<file path="src/rtl/dmem_responder.sv">
`default_nettype none
// ============================================================================
// Module      : dmem_responder
// Description : Memory-stage data-port responder. Accepts one outstanding
//               request, holds the pipeline with stall while it drives a
//               synchronous single-port SRAM, waits WAIT_CYCLES cycles and
//               returns the raw 32-bit read word on mem_read.
//               Optional malformed-request flag enabled by the macro
//               DMEM_ERR_CHECK_EN (err tied low when undefined).
// Revision    : 1.0 - initial release
// ============================================================================
module dmem_responder #(
  parameter int WAIT_CYCLES = 1
) (
  input  logic        clk,
  input  logic        resetn,
  input  logic        en,
  input  logic        write,
  input  logic [31:0] addr,
  input  logic [31:0] writedata,
  input  logic [3:0]  sel,
  input  logic [1:0]  size,
  output logic [31:0] mem_read,
  output logic        stall,
  output logic        err,
  output logic        ram_en,
  output logic [3:0]  ram_wen,
  output logic [31:0] ram_addr,
  output logic [31:0] ram_wdata,
  input  logic [31:0] ram_rdata
);

  typedef enum logic [1:0] {
    IDLE  = 2'd0,
    ISSUE = 2'd1,
    WAIT  = 2'd2,
    DONE  = 2'd3
  } state_t;

  // Counter reload: the WAIT state spans WAIT_CYCLES cycles, last one at zero.
  localparam logic [3:0] c_wait_load = 4'(WAIT_CYCLES - 1);

  state_t      r_state;
  logic        r_req_write;
  logic [29:0] r_req_word;
  logic [31:0] r_req_writedata;
  logic [3:0]  r_req_sel;
  logic [3:0]  r_cnt;
  logic [31:0] r_mem_read;

  // The byte offset is meaningless to a word-wide SRAM; lane selection is in sel.
  logic w_unused_addr;
  assign w_unused_addr = ^addr[1:0];

  // Request FSM: latch in IDLE, issue once, count down, capture, release.
  always_ff @(posedge clk or negedge resetn) begin
    if (!resetn) begin
      r_state         <= IDLE;
      r_req_write     <= 1'b0;
      r_req_word      <= 30'd0;
      r_req_writedata <= 32'd0;
      r_req_sel       <= 4'd0;
      r_cnt           <= 4'd0;
      r_mem_read      <= 32'd0;
    end else begin
      case (r_state)
        IDLE: begin
          if (en) begin
            r_req_write     <= write;
            r_req_word      <= addr[31:2];
            r_req_writedata <= writedata;
            r_req_sel       <= sel;
            r_state         <= ISSUE;
          end
        end
        ISSUE: begin
          r_cnt   <= c_wait_load;
          r_state <= WAIT;
        end
        WAIT: begin
          if (r_cnt == 4'd0) begin
            if (!r_req_write) begin
              r_mem_read <= ram_rdata;
            end
            r_state <= DONE;
          end else begin
            r_cnt <= r_cnt - 4'd1;
          end
        end
        DONE: begin
          // A still-high en is deliberately ignored here; IDLE samples it next.
          r_state <= IDLE;
        end
        default: begin
          r_state <= IDLE;
        end
      endcase
    end
  end

  // Hold the pipeline from the first sight of en until the DONE cycle.
  always_comb begin
    stall = 1'b1;
    case (r_state)
      IDLE:    stall = en;
      DONE:    stall = 1'b0;
      default: stall = 1'b1;
    endcase
  end

  assign mem_read  = r_mem_read;
  assign ram_en    = (r_state == ISSUE);
  assign ram_wen   = (r_state == ISSUE && r_req_write) ? r_req_sel : 4'b0000;
  assign ram_addr  = {r_req_word, 2'b00};
  assign ram_wdata = r_req_writedata;

`ifdef DMEM_ERR_CHECK_EN
  logic [1:0] r_req_size;
  logic       r_err;
  logic       w_malformed;

  // Size is only needed by the checker, so it is latched alongside it.
  always_ff @(posedge clk or negedge resetn) begin
    if (!resetn) begin
      r_req_size <= 2'b00;
    end else if (r_state == IDLE && en) begin
      r_req_size <= size;
    end
  end

  // Classify the latched size/lane combination; loads may use wider lanes.
  always_comb begin
    w_malformed = 1'b0;
    case (r_req_size)
      2'b10:   w_malformed = (r_req_sel != 4'b1111);
      2'b01:   w_malformed = r_req_write && (r_req_sel != 4'b0011) && (r_req_sel != 4'b1100);
      2'b00:   w_malformed = r_req_write && !$onehot(r_req_sel);
      default: w_malformed = 1'b1;
    endcase
  end

  // Raise err for the single DONE cycle that follows the final WAIT cycle.
  always_ff @(posedge clk or negedge resetn) begin
    if (!resetn) begin
      r_err <= 1'b0;
    end else begin
      r_err <= (r_state == WAIT) && (r_cnt == 4'd0) && w_malformed;
    end
  end

  assign err = r_err;
`else
  logic w_unused_size;
  assign w_unused_size = ^size;
  assign err           = 1'b0;
`endif

endmodule
`default_nettype wire

</file>
<file path="config.mk">
export PLATFORM = sky130hd
export DESIGN_NAME = dmem_responder
export DESIGN_NICKNAME = d
export VERILOG_FILES = /design/src/rtl/dmem_responder.sv
export SDC_FILE = /design/constraint.sdc
export NUM_CORES = 1
export LEC_CHECK = 0
export ABC_AREA = 1
export BUFFER_PORTS_ARGS = -buffer_cell sky130_fd_sc_hd__buf_2
export CAP_MARGIN = 10
export CELL_PAD_IN_SITES_DETAIL_PLACEMENT = 1
export CELL_PAD_IN_SITES_GLOBAL_PLACEMENT = 1
export CORE_AREA = 2 2 114 116
export DETAILED_ROUTE_END_ITERATION = 16
export DIE_AREA = 0 0 116 118
export GPL_ROUTABILITY_DRIVEN = 0
export HOLD_SLACK_MARGIN = 0.12
export PLACE_DENSITY = 0.81
export SLEW_MARGIN = 20
export SYNTH_ARGS = -nofsm -noshare
export SYNTH_HDL_FRONTEND = slang
export SYNTH_SLANG_ARGS = --single-unit
</file>
<file path="constraint.sdc">
create_clock -name clk -period 2 [get_ports clk]
set_input_delay 0.3 -clock clk [delete_from_list [all_inputs] [get_ports clk]]
set_output_delay 0.3 -clock clk [all_outputs]
set_load 0.03 [all_outputs]
</file>
* Yosys cells after proc, flatten, opt, wreduce, memory -nomap -nowiden *
Index checks and enable logic that the tools add are counted.

cells by class
  eq/ne operators = 6
  $add $sub $neg = 1
  mux-type cells = 7
  bitwise gates (word level) = 1
  reduce and logical (&&, ||, !) cells = 8

operators with widths
  operator                                                                number
  4-bit 2-to-1 mux                                                        2
  2-bit one-hot mux with 4 select lines                                   1
  4-bit one-hot mux with 2 select lines                                   1
  2-bit inequality test (second input constant)                           3
  2-bit AND reduction                                                     3
  2-bit equality test (second input constant)                             2
  4-bit zero test                                                         1
  2-bit 2-to-1 mux                                                        2
  4-bit by 1-bit subtractor with 4-bit output (second input constant)     1
  3-bit AND reduction                                                     1
  2-bit by 1-bit equality test with 1-bit output (second input constant)  1
  2-bit zero test                                                         1
  1-bit one-hot mux with 2 select lines                                   1
  2-bit nonzero test                                                      1
  1-bit logical AND                                                       1
  1-bit inverter                                                          1

storage, ports and cells
  output and inout bits = 103
  register bits = 105
  input bits = 106
  word-level logic and storage cells = 30

* Logic depth before layout (Yosys ltp) *
Gate-level depths: netlist of run 1.

  word-level depth = 3
  mapped depth = 8
  gate-level depth less buffers = 7

* Worst setup path before layout of run 1 *
OpenSTA, ideal clock, no wires.

  path kind = register to output
  from = register r_state[1]
  to = output port ram_wen[0]
  cell stages (with the launch flop) = 5
  setup slack = 0.275 ns
  buffers on the path = 0
  required time = 1.700 ns
  data arrival time = 1.425 ns
  cell sequence = dfrtp_1 inv_1 ha_1 nand2_1 nor2_1

on the way
  word-level cells in the longest chain between the ends = 3

RTL lines
  what                                            line  source
  start: declaration                              43    state_t r_state;
  start signal: assignment                        58    r_state <= IDLE;
  start signal: assignment                        73    r_state <= ISSUE;
  start signal: assignment                        78    r_state <= WAIT;
  2-bit by 1-bit equality test with 1-bit output  --
  via ram_en                                      26    output logic ram_en,
  1-bit logical AND                               113   assign ram_wen = (r_state == ISSUE && r_req_write) ? r_req_sel : 4'b0000;
  4-bit 2-to-1 mux                                113
  end: declaration                                27    output logic [3:0] ram_wen,

The timed path passes the listed nets, and every way through them passes these cells.

* Final worst setup path of run 1 *
  from = register r_state[1]
  to = output port ram_wen[2]

on the way
  word-level cells in the longest chain between the ends = 3

RTL lines
  what                                            line
  2-bit by 1-bit equality test with 1-bit output  113
  1-bit logical AND                               113
  4-bit 2-to-1 mux                                113

Every way passes these cells.

==> results of run 1 <==
## layout by cell type (no fill, tap or decap), types with 9 or more instances in the layout
master / synthesis / final
mux2_2: 48 / 48
clkbuf_16: 0 / 9
nand3_1: 35 / 35
inv_1: 11 / 11
dfrtp_1: 105 / 105
nor2_1: 11 / 11
mux2_1: 15 / 15
buf_2: 4 / 200
nand2_1: 73 / 73
## registers in the layout, indices dropped and copies added, names as in the netlist
name         count
r_req_sel        4
r_cnt            4
r_req_write      1
r_req_word      30
mem_read        32
ram_wdata       32
r_state          2
## through the flow
| stage | instance area (µm²) | setup slack [ns] | total power, mW | util [%] |
|---|---|---|---|---|
| 2_1_floorplan | 4299 | 0.2746 | 7.791 | - |
| 3_3_place_gp | 5411 | 0.3545 | 9.200 | 43.59 |
| 3_5_place_dp | 5411 | 0.2749 | 9.447 | 43.59 |
| 4_1_cts | 5683 | 0.1334 | 11.07 | 45.78 |
| 5_1_grt | 5683 | 0.02373 | 11.62 | 45.78 |
| 6_report | 5683 | 0.1868 | 10.88 | 45.78 |
## path summary, 6_finish.rpt
kind | startpoint | endpoint | slack [ns] | depth (start not counted)
max reg2reg | r_state[0]$_DFFE_PN0P_ | r_req_word[2]$_DFFE_PN0P_ | 0.28 | 5
min in group asynchronous | resetn | r_req_word[13]$_DFFE_PN0P_ | 0.49 | 3
max in group asynchronous | resetn | ram_wdata[7]$_DFFE_PN0P_ | 1.18 | 3
min | addr[19] | r_req_word[17]$_DFFE_PN0P_ | 0.17 | 2
max | r_state[1]$_DFFE_PN0P_ | ram_wen[2] | 0.19 | 5
min reg2reg | mem_read[29]$_DFFE_PN0P_ | mem_read[29]$_DFFE_PN0P_ | 0.46 | 2
## power groups by stage
stage               Clock, mW  Sequential [mW]  Combinational [mW]
CTS                      1.65             3.78                5.64
finish                   1.57             3.77                5.54
detailed placement          0             3.81                5.63
global route             1.75             3.90                5.98
global placement            0             3.72                5.48
floorplan                   0             5.72                2.07
## final cells by class
type | instances | area (µm²)
clock buffer | 9 | 225.2
inverter | 11 | 41.29
tap | 172 | 215.2
sequential | 105 | 2628
fill | 1432 | 6731
timing repair buffer | 207 | 1094
clock inverter | 6 | 36.28
multi-input combinational | 213 | 1444
## per-layer routing
metal | wire length, µm | track usage, % | vias to the layer above | part of all wire [%]
li1 | - | - | 1542 | -
met1 | 4062 | 17.64 | 1597 | 38
met2 | 5778 | 29.42 | 119 | 53
met3 | 820 | 4.892 | 12 | 7.6
met4 | 147 | 5.432 | 0 | 1.4
met5 | 0 | 0 | - | 0
## what timing repair did
action / 4_1_cts / 5_1_grt
hold endpoints to repair: 105 / 0
resized for setup: 0 / 0
hold buffers: 1 / 0
## cells by family after synthesis
| group | Yosys count | share of synthesized area, % |
|---|---|---|
| mux | 63 | 16.53 |
| flops | 105 | 61.22 |
| fa+ha+maj | 7 | 2.041 |
| buf+inv | 31 | 5.364 |
| other cells | 1 | 0.08738 |
| compound gates | 11 | 1.370 |
| xor+xnor | 1 | 0.2041 |
| simple gates | 128 | 13.18 |
==> metrics.txt, run 1 <==
DR iter-0 viols 114; Pins Over Slew Limit 0; Post-CTS Setup Inserts 0; P per Cell Area 1915 nW/µm²; FP Rows 41; Final Hold Fails 0; IO Pins ~210; Synth Instances 347; # diodes 0; DRT Pass-1 Iters 4; P&R area growth vs syn 32.42%; status finished, final reports clean; crit-path max FO 4; sw frac roughly 46%; asr flop ratio synth 100.0%; core area 12410 µm²; clk buf depth 2; clock share of power 14.5%; remaining global-route overflow 0; largest net degree at the start of global routing 72; drt drc 0; Detailed Place HPWL 8158 µm; die width 116 µm; Seq pwr share 34.7%; sequential-to-total area share from yosys stat around three fifths; Post-synth EDFFs 0; first-pass GRT wire length 17340 µm; Setup CP Type reg -> out; wire length per cell 14.95 µm; post-synth top area share 61.22%; vias in the first global route ~3.6k; vias per std cell 4.523; Finish-stage setup viols 0; die area 13690 µm²; Worst Path Buf+Inv 2; final std cells w/o fill 723; root cell of the clock tree clkbuf_16; synthesized flop and latch total approximately 110; DR vias 3270; Data required, critical path roughly 1.7 ns; CP delay by family, top flip-flops; Worst-path clk slew 0.07 ns; Synth cell types 21; initial antenna violation count 0; CP Data Arrival Time 1.51 ns; clk sinks 105; top-count cell post-synth dfrtp_1; setup_tns 0 ns; Clk Latency, worst-skew pair 0.34 ns; Initial Utilization approximately a third; # placed instances 707; crit-path max cell delay 0.42 ns; Die H 118 µm; Synth area leaders dfrtp_1, mux2_2, nand2_1; GRT Overall Usage 16.19%; Max Cap Viol 0; ratio of cells with drive above 1 in the final layout 50.82%; period utilisation layout 90.66%; slowest CP cell dfrtp_1; CP Capture Type output pin; Int Pwr 5.825 mW; cell accounting for the most synthesized area dfrtp_1; Most used DFF post-synth dfrtp_1; syn avg cell area 12.37 µm²; Switch Pwr approximately 5.1 mW; CTS tree done; synthesized cell area around 4300 µm²; startpoint types flip-flop; IO Port Bufs 201; worst hold slack 0.1679 ns; Post-synth top cells dfrtp_1, nand2_1, mux2_2, nand3_1, mux2_1; clk_skew around 0.0050 ns; static leakage ~3 nW; HP Class in -> reg; htree depth 3; crit-path cells inv_1, ha_1, nand2_1, nor2_1, buf_2; Final Critical Period about 1.8 ns; cts bufs inserted 9; Comb pwr share 50.9%; final wirelength 10810 µm; setup repair after global routing missed its margin false; DRT antenna net count 0; Warnings, synthesis 0; f_max between 500 and 600 MHz; Final #Nets 660; Peak VDD IR 0.0007368 V
(Power assumes the default switching activity.)
==> inputs of run 2 (changes only) <==
==> constraint.sdc (replaced) <==
create_clock -name clk -period 2 [get_ports clk]
set_input_delay 0.6 -clock clk [delete_from_list [all_inputs] [get_ports clk]]
set_output_delay 0.6 -clock clk [all_outputs]
set_load 0.03 [all_outputs]
==> metrics.txt, run 2 (synthesized netlist as in run 1, its figures left out) <==
status finished, final reports clean; initial antenna violation count 0 (unchanged); clk_skew 0.005863 ns (+0.0008827 ns); clk buf depth 2 (unchanged); DR iter-0 viols 106 (-7.0%); reg2reg setup slack 0.25 ns (-0.03 ns); sw frac 46.14% (-0.34 points); Max Cap Viol 0 (unchanged); Data required, critical path 1.40 ns (-0.30 ns); P per Cell Area 1946 nW/µm² (+1.6%); static leakage 3.021 nW (+0.96%); IO Port Bufs 201 (unchanged); Comb pwr share 51.2% (+0.3 points); most frequent cells in the layout buf_2, dfrtp_1, nand2_1, mux2_2, nand3_1; DRT antenna net count 0 (unchanged); Die H 118 µm (unchanged); Pins Over Slew Limit 0 (unchanged); DR vias 3287 (+0.52%); Initial Utilization 34.57% (unchanged); ratio of cells with drive above 1 in the final layout 52.98% (+2.2 points); setup repair after global routing missed its margin true; GRT Overall Usage 16.45% (+0.25 points); DRT Pass-1 Iters 4 (unchanged); most common cell after layout, fill and taps aside buf_2; slowest CP cell dfrtp_1; wire length per cell 15.48 µm (+3.5%); Final #Nets 661 (+0.15%); drt drc 0 (unchanged); Worst Reg2Reg Path Length in Cells 6 (+1); period utilisation layout 98.00% (+7.3 points); # placed instances 707 (unchanged); core area 12410 µm² (unchanged); Final Critical Period 1.960 ns (+0.1469 ns); die area 13690 µm² (unchanged); Setup CP Type reg -> out; Seq pwr share 33.2% (-1.5 points); Detailed Place HPWL 8271 µm (+1.4%); crit-path cells buf_4, ha_1, o21ai_2, buf_6; f_max 510.2 MHz (-7.5%); # diodes 0 (unchanged); crit-path max FO 3 (-1); IO Pins 209 (unchanged); remaining global-route overflow 0 (unchanged); final std cells w/o fill 725 (+0.28%); clk sinks 105 (unchanged); Int Pwr 6.093 mW (+4.6%); CP Data Arrival Time 1.36 ns (-0.15 ns); vias per std cell 4.534 (+0.24%); Finish-stage setup viols 0 (unchanged); Worst-path clk slew 0.07 ns (about the same); worst slack, placed 0.2338 ns (-0.04113 ns); final wirelength 11220 µm (+3.8%); FP Rows 41 (unchanged); setup_tns 0 ns (unchanged); Clk Latency, worst-skew pair 0.34 ns (about the same); CTS tree done; htree depth 3 (unchanged); first-pass GRT wire length 17460 µm (+0.68%); largest net degree at the start of global routing 72 (unchanged); fillers 1443 (+0.77%); multi-input logic area 1500 µm² (+3.9%); Final Hold Fails 0 (unchanged); vias in the first global route 3545 (-0.34%); crit-path max cell delay 0.40 ns (-0.02 ns); Register Area 2629 µm² (about the same); clock share of power 15.6% (+1.1 points); HP Class in -> async; Final Power 11.31 mW (+3.9%); Switch Pwr 5.219 mW (+3.2%); Peak VDD IR 0.0008287 V (+12%); RR Endpoint mem_read[10]$_DFFE_PN0P_; die width 116 µm (unchanged); startpoint types flip-flop; CP startpoint r_state[1]$_DFFE_PN0P_; final worst slack 0.03993 ns (-0.1469 ns); R2R Path Start r_state[0]$_DFFE_PN0P_; cts bufs inserted 9 (unchanged); P&R area growth vs syn 35.45%; root cell of the clock tree clkbuf_16; CP Capture Type output pin
-- run 2: cell count changes in the layout (fill, tap and decap cells not counted), sizes merged --
cell / before / now
bufinv: 0 / 1
clkinv: 5 / 4
buf: 206 / 208
clkbuf: 9 / 10
dlygate4sd3: 1 / 0
-- run 2: timing repair --
| action | in CTS | in global routing |
|---|---|---|
| endpoints found under the setup margin | 5 | 5 |
| buffers inserted | 2 | 0 |
| hold buffers | 0 | 0 |
| gates resized for setup | 10 | 17 |
| endpoints found under the hold margin | 0 | 0 |
-- run 2: through the flow --
step | hold slack [ns] | instance area, µm² | utilization [%]
after detailed placement | 0.4548 | 5411 | 43.59
after global routing | 0.2723 | 5813 | 46.83
after CTS | 0.2618 | 5744 | 46.27
final | 0.2549 | 5813 | 46.83
after global placement | 0.4494 | 5411 | 43.59
after floorplan | 0.3044 | 4299 | -
-- run 2: cell type report --
class	count	area share, %
clock inverters	6	1.184
clock buffers	10	3.939
inverters	11	0.7103
repair buffers	208	19.44
multi-input cells	213	25.81
well taps	172	3.702
flip-flops and latches	105	45.22
-- run 2: how the worst max path moves through the flow --
stage,end,cells past startpoint
2_1_floorplan,ram_wen[0],4
3_3_place_gp,stall,4
3_5_place_dp,ram_wen[0],5
4_1_cts,ram_wen[0],5
5_1_grt,ram_wen[3],5
6_report,stall,4
-- run 2: power by group through the flow --
stage / clock network [mW] / registers [mW] / logic (mW)
3_5_place_dp: 0 / 3.80 / 5.66
3_3_place_gp: 0 / 3.72 / 5.47
5_1_grt: 1.92 / 3.89 / 6.20
6_report: 1.77 / 3.76 / 5.79
4_1_cts: 1.83 / 3.76 / 5.75
2_1_floorplan: 0 / 5.72 / 2.07
-- run 2: per-layer routing --
metal	track usage (%)	part of all wire, %	up-vias
li1	-	-	1535
met1	17.76	39	1608
met2	29.42	51	126
met3	5.149	7.8	18
met4	6.548	2.2	0
met5	0	0	-
-- run 2: worst max-delay path, delay by kind of cell (launching register included) --
kind                       cells  cell delay, ns
adders and majority gates      1            0.19
AOI/OAI and AO/OA              1            0.13
DFF                            1            0.40
buffers and inverters          2            0.30
